**src/rtl/multi_clk_div.sv**
```systemverilog
// Multi-channel programmable clock divider: NUM_CH square-wave outputs with rising-edge
// ticks, glitch-free half-period updates, and a global phase-align sync.
module multi_clk_div #(
    parameter int unsigned NUM_CH       = 4,
    parameter int unsigned DIV_W        = 26,
    parameter int unsigned DEFAULT_HALF = 49_999_999,
    parameter int unsigned CH_W         = (NUM_CH > 1) ? $clog2(NUM_CH) : 1
) (
    input  logic              clk_100MHz,
    input  logic              reset,
    input  logic [NUM_CH-1:0] en,
    input  logic              sync,
    input  logic              cfg_wr,
    input  logic [CH_W-1:0]   cfg_ch,
    input  logic [DIV_W-1:0]  cfg_half,
    output logic              cfg_ack,
    output logic              cfg_err,
    output logic [NUM_CH-1:0] clk_out,
    output logic [NUM_CH-1:0] tick
);

    localparam logic [DIV_W-1:0] DEF_H = DIV_W'(DEFAULT_HALF);

    logic [NUM_CH-1:0][DIV_W-1:0] count_q, count_d;
    logic [NUM_CH-1:0][DIV_W-1:0] half_q,  half_d;
    logic [NUM_CH-1:0][DIV_W-1:0] pend_q,  pend_d;
    logic [NUM_CH-1:0]            pend_valid_q, pend_valid_d;
    logic [NUM_CH-1:0]            clk_q, clk_d;
    logic [NUM_CH-1:0]            tick_q, tick_d;
    logic                         ack_q, ack_d;
    logic                         err_q, err_d;

    logic                         cfg_valid;
    logic [NUM_CH-1:0]            restart;
    logic [NUM_CH-1:0]            terminal;
    logic [NUM_CH-1:0]            apply;

    assign cfg_valid = (32'(cfg_ch) < NUM_CH);

    // A channel's half-period may only change at a half-cycle boundary: a restart
    // (sync or disabled) or its terminal count.
    always_comb begin
        for (int i = 0; i < NUM_CH; i++) begin
            restart[i]  = sync || !en[i];
            terminal[i] = (count_q[i] == half_q[i]);
            apply[i]    = pend_valid_q[i] && (restart[i] || terminal[i]);
        end
    end

    // NOTE: every variable gets a default before any conditional assignment, so no latches are inferred.
    always_comb begin
        count_d      = count_q;
        clk_d        = clk_q;
        tick_d       = '0;
        half_d       = half_q;
        pend_d       = pend_q;
        pend_valid_d = pend_valid_q;

        for (int i = 0; i < NUM_CH; i++) begin
            if (restart[i]) begin
                count_d[i] = '0;
                clk_d[i]   = 1'b0;
            end else if (terminal[i]) begin
                count_d[i] = '0;
                clk_d[i]   = ~clk_q[i];
                tick_d[i]  = ~clk_q[i];
            end else begin
                count_d[i] = count_q[i] + DIV_W'(1);
            end

            if (apply[i]) begin
                half_d[i]       = pend_q[i];
                pend_valid_d[i] = 1'b0;
            end
        end

        // A write landing on the same cycle as an apply becomes the next pending value.
        if (cfg_wr && cfg_valid) begin
            pend_d[cfg_ch]       = cfg_half;
            pend_valid_d[cfg_ch] = 1'b1;
        end

        ack_d = cfg_wr && cfg_valid;
        err_d = cfg_wr && !cfg_valid;
    end

    // NOTE: sequential state uses non-blocking assignments so all registers update from pre-edge values.
    always_ff @(posedge clk_100MHz or posedge reset) begin
        if (reset) begin
            count_q      <= '0;
            clk_q        <= '0;
            tick_q       <= '0;
            half_q       <= {NUM_CH{DEF_H}};
            pend_valid_q <= '0;
            ack_q        <= 1'b0;
            err_q        <= 1'b0;
        end else begin
            count_q      <= count_d;
            clk_q        <= clk_d;
            tick_q       <= tick_d;
            half_q       <= half_d;
            pend_valid_q <= pend_valid_d;
            ack_q        <= ack_d;
            err_q        <= err_d;
        end
    end

    // NOTE: the pending-value storage has no reset; pend_valid_q gates every use of it.
    always_ff @(posedge clk_100MHz) begin
        pend_q <= pend_d;
    end

    assign clk_out = clk_q;
    assign tick    = tick_q;
    assign cfg_ack = ack_q;
    assign cfg_err = err_q;

endmodule

```
**config.mk**
```make
export PLATFORM = sky130hd
export DESIGN_NAME = multi_clk_div
export DESIGN_NICKNAME = d
export VERILOG_FILES = /design/src/rtl/multi_clk_div.sv
export SDC_FILE = /design/constraint.sdc
export NUM_CORES = 1
export LEC_CHECK = 0
export ABC_AREA = 1
export CAP_MARGIN = 20
export CORE_MARGIN = 2
export CORE_UTILIZATION = 38
export DETAILED_ROUTE_END_ITERATION = 8
export GPL_TIMING_DRIVEN = 0
export SLEW_MARGIN = 10
export SYNTH_ARGS = -nofsm -noshare
export SYNTH_HDL_FRONTEND = slang
export SYNTH_SLANG_ARGS = --single-unit
```
**constraint.sdc**
```tcl
create_clock -name clk_100MHz -period 7.45 [get_ports clk_100MHz]
set_input_delay 0.745 -clock clk_100MHz [delete_from_list [all_inputs] [get_ports clk_100MHz]]
set_output_delay 0.745 -clock clk_100MHz [all_outputs]
set_load 0.02 [all_outputs]
```
# After elaboration in Yosys (flattened, before gate mapping)
# Cells that the tools add are included.
# totals
ff_bits,325
latch_bits,0
mem_bits_rw,0
mem_bits_ro,0
inputBits,36
output_inout_bits,10
wordCells,89
mem_count,0
# op_classes
n_addsub,4
n_mul,0
div_mod_pow,0
n_lt_le_gt_ge,2
eq_ne,4
n_shift,0
muxes,34
bitwise_logic,5
reduce_logical,21
# op_table
op,count
$mux W26,9
$add A26 B1 Y26 const B,4
$bwmux W104,1
$eq A26 B26 Y1,4
$demux W26 S2,1
$mux W1,21
$logic_or A1 B1 Y1,8
$reduce_bool A2 Y1,4
$logic_and A1 B1 Y1,5
$logic_not A1 Y1,4
$mux W4,1
$not A1 Y1,4
$or A4 B4 Y4,1
$lt A2 B3 Y1 const B,1
$demux W1 S2,1
$ge A2 B1 Y1 const B,1

# Logic depth before layout (Yosys ltp)
# logic_depth
depth_word,7
ltp_mapped,13

# Least setup slack after synthesis
# No wires, ideal clock.
# synth_timing
path_type,in2reg
from,in cfg_ch[1]
to,"reg pend_q[0] (netlist name), enable pin"
setup_ns,0.409
arrival_time_ns,1.968
required_time_ns,7.041
slack_ns,5.073
cell_stages,3
path_cell_list,inv_1 > nand2_1 > nor2_1
# synth_rtl
item,line_no,text
"start, declared",14,"input logic [CH_W-1:0] cfg_ch,"
"end signal, assigned",110,pend_q <= pend_d;
"end, declared",26,"logic [NUM_CH-1:0][DIV_W-1:0] pend_q, pend_d;"

# Final worst setup path
# layout_timing
from,"reg clk_q[2], in the netlist clk_out[2]"
to,out clk_out[2]
# layout_rtl
item,line_no,text
"start, declared",28,"logic [NUM_CH-1:0] clk_q, clk_d;"
"start signal, assigned",99,clk_q <= clk_d;
"end, declared",18,"output logic [NUM_CH-1:0] clk_out,"
# No word-level cell between the ends.

==> out/metrics.csv <==
metric,value,unit
Worst Path Buf+Inv,1,
initial antenna violation count,3,
initial core utilization,0.386,
average size of a mapped cell,8.70,um2
ys flop type,dfrtp_1,
NetSw,1.15,mW
Worst Hold Slack,0.467,ns
fin worst setup slack,5.12,ns
TritonCTS Sinks,325,
register share of total power,0.477,
hold path cells,2,
Reg area,8740,um2
final clock skew,0.0204,ns
CP top delay family,buffers and inverters,
# fillers,3880,
vias,11400,
crit-path max FO,4,
Relative slew margins,0.490,
first-pass GRT wire length,60100,um
cells along the critical path,clkdlybuf4s50_1,
final-report hold violation count,0,
Critical Path AT,1.58,ns
maximum clock rate,429,MHz
crit path time final,2.33,ns
core area,39800,um2
P_leak,7.83,nW
clock share of power,0.421,
top-area cell type share of the netlist area,0.242,
Worst Setup SP,clk_out[2]$_DFFE_PP0P_,
CP Class,reg2out,
cts repair resizes,0,
synthesized net count,1808,
Yosys top cell by area,dfrtp_1,
Worst EP required,6.70,ns
post-DR wirelength/cell,15.3,um
post-DP HPWL,26600,um
Mapped Area,15400,um2
# port buffers,44,
DRC viols,0,
CP Capture Type,output port,
CP peak stage delay,0.63,ns
Power Dens Cells,256,nW/um2
cts bufs inserted,36,
switch share,0.251,
pins over their slew limit,0,
Die Y,205,um
worst vdd ir,0.000183,V
multi-input logic area,5550,um2
All-Layer GR Usage,0.182,
CTS tree,yes,
Max-cap violations,0,
Nets,1895,
IO Pins,46,
dpl ws,4.62,ns
critical path's slowest cell,clkdlybuf4s50_1,
CTS Buffer Depth,3,
Min-Delay Path Class,reg2reg,
Mapped Cells,1768,
clk slew on worst S/H paths,0.06,ns
final antenna-violating net count,0,
Reg2Reg Launch Point,count_q[0]$_DFF_PP0_,
Routed WL,36800,um
post-CTS setup buffer count,0,
largest net degree at the start of global routing,114,
die area,42100,um2
final RePlAce weighted congestion,0.862,
dominant cells by area after synthesis,"dfrtp_1 24%, edfxtp_1 20%, nand2_1 14%",
Crit path depth,1,
Hold Buf Count CTS,0,
vias in the first global route,11200,
Worst Max-Slew Pin Slew,0.764,ns
endpoints failing setup,0,
initial DRC count,699,
"Seq/Total Area, Yosys",0.568,
clk root buf,clkbuf_16,
Post-synth ARST share,0.680,
Yosys cell types,41,
drt pass-1 iters,5,
via/cell ratio,4.75,
Skew-Pair Late Insertion Delay,0.53,ns
row count,73,
"flops & latches, synth",325,
Worst Setup Start Kind,flip-flop,
RSZ-0062 raised after global routing,no,
Synth Warn #,0,
H-tree levels,2,
layout cells sized above 1,0.117,
min-delay src,half_q[56]$_DFFE_PP1P_,
Gate power share,0.101,
Pint,3.43,mW
GRT Residual Overflow,0,
Post-synth EDFFs,104,
status,"complete, no violations",
Final Cycle Share,0.313,
Die Wd,205,um
Layout area overhead,16.3,%
R2R depth,10,
ant diodes,0,
[cell usage in the layout, fill, tap and decap left out, types with 7 or more instances in the layout]
cell type,synthesis,routed
inv_1,187,186
bufinv_16,0,7
nand3_1,151,151
o21ai_0,11,11
xor2_1,78,78
buf_6,14,14
nor2_1,247,243
nor2_2,11,14
nand2_1,559,559
nand4_1,28,28
nand2_4,7,7
buf_2,7,7
buf_4,11,11
dfrtp_1,149,149
clkbuf_1,7,12
inv_2,13,13
clkdlybuf4s50_1,0,44
clkbuf_16,0,38
dfstp_2,72,72
edfxtp_1,104,104
nor3_1,62,62
[flip-flops by register name, indices dropped and copies added (netlist names)]
signal and cells:
cfg_ack 1, clk_out 4, count_q 104, half_q 104, pend_q 104, pend_valid_q 4
tick 4
[through the flow]
step / setup TNS [ns] / util / power [mW] / std cells / area [um2]
2_1_floorplan: 0 / - / 2.51 / 1768 / 15400
3_3_place_gp: -384.87 / 0.414 / 2.67 / 2337 / 16500
3_5_place_dp: 0 / 0.417 / 2.69 / 2342 / 16600
4_1_cts: 0 / 0.449 / 4.63 / 2408 / 17900
5_1_grt: 0 / 0.449 / 4.79 / 2408 / 17900
6_report: 0 / 0.449 / 4.58 / 2408 / 17900
[synthesized netlist by cell type, drive strengths merged, types with 2 or more instances]
cell    instances
a21oi           5
a31oi           5
buf            36
clkbuf          8
dfrtp         149
dfstp          72
edfxtp        104
ha              4
inv           200
nand2         568
nand3         157
nand4          28
nor2          261
nor3           64
nor3b           2
nor4            3
o21ai          11
or2             2
xnor2           5
xor2           78
[cell families (layout without fill, tap and decap cells)]
kind of cell / after synthesis / count (layout) / share of synthesized area
simple gates: 1087 / 1087 / 0.301
other cells: 1 / 1 / 0.000244
buf+inv: 244 / 359 / 0.0715
flops: 325 / 325 / 0.569
fa+ha+maj: 4 / 4 / 0.00325
xor+xnor: 83 / 83 / 0.0473
compound gates: 24 / 24 / 0.00870
[layer usage]
metal	up-vias	GRT usage	wire (um)
met3	63	0.0287	1650
met4	0	0.0550	993
li1	5750	-	-
met1	5416	0.250	16800
met5	-	0	0
met2	215	0.297	17400
[cell type report]
cell class / instances / share of cell area
Buffer: 44 / 0.0195
Clock buffer: 43 / 0.0542
Clock inverter: 23 / 0.0176
Inverter: 200 / 0.0424
Multi-Input combinational cell: 1199 / 0.310
Sequential cell: 325 / 0.489
Tap cell: 525 / 0.0367
Timing Repair Buffer: 49 / 0.0302
[path summary, 6_finish.rpt]
kind	to	slack, ns
max	clk_out[2]	5.12
min	half_q[56]$_DFFE_PP1P_	0.47
max reg2reg	count_q[24]$_DFF_PP0_	5.41
min reg2reg	half_q[56]$_DFFE_PP1P_	0.47
max in group asynchronous	half_q[44]$_DFFE_PP0P_	5.72
min in group asynchronous	clk_out[0]$_DFFE_PP0P_	0.79
[power by group through the flow]
stage | sequential, mW | clock, mW | combinational, mW
after CTS | 2.19 | 1.97 | 0.471
after detailed placement | 2.22 | 0 | 0.468
after global placement | 2.21 | 0 | 0.452
after floorplan | 2.17 | 0 | 0.338
after global routing | 2.20 | 2.04 | 0.544
final | 2.18 | 1.93 | 0.463
No activity file was read; power rests on OpenSTA's default activity.
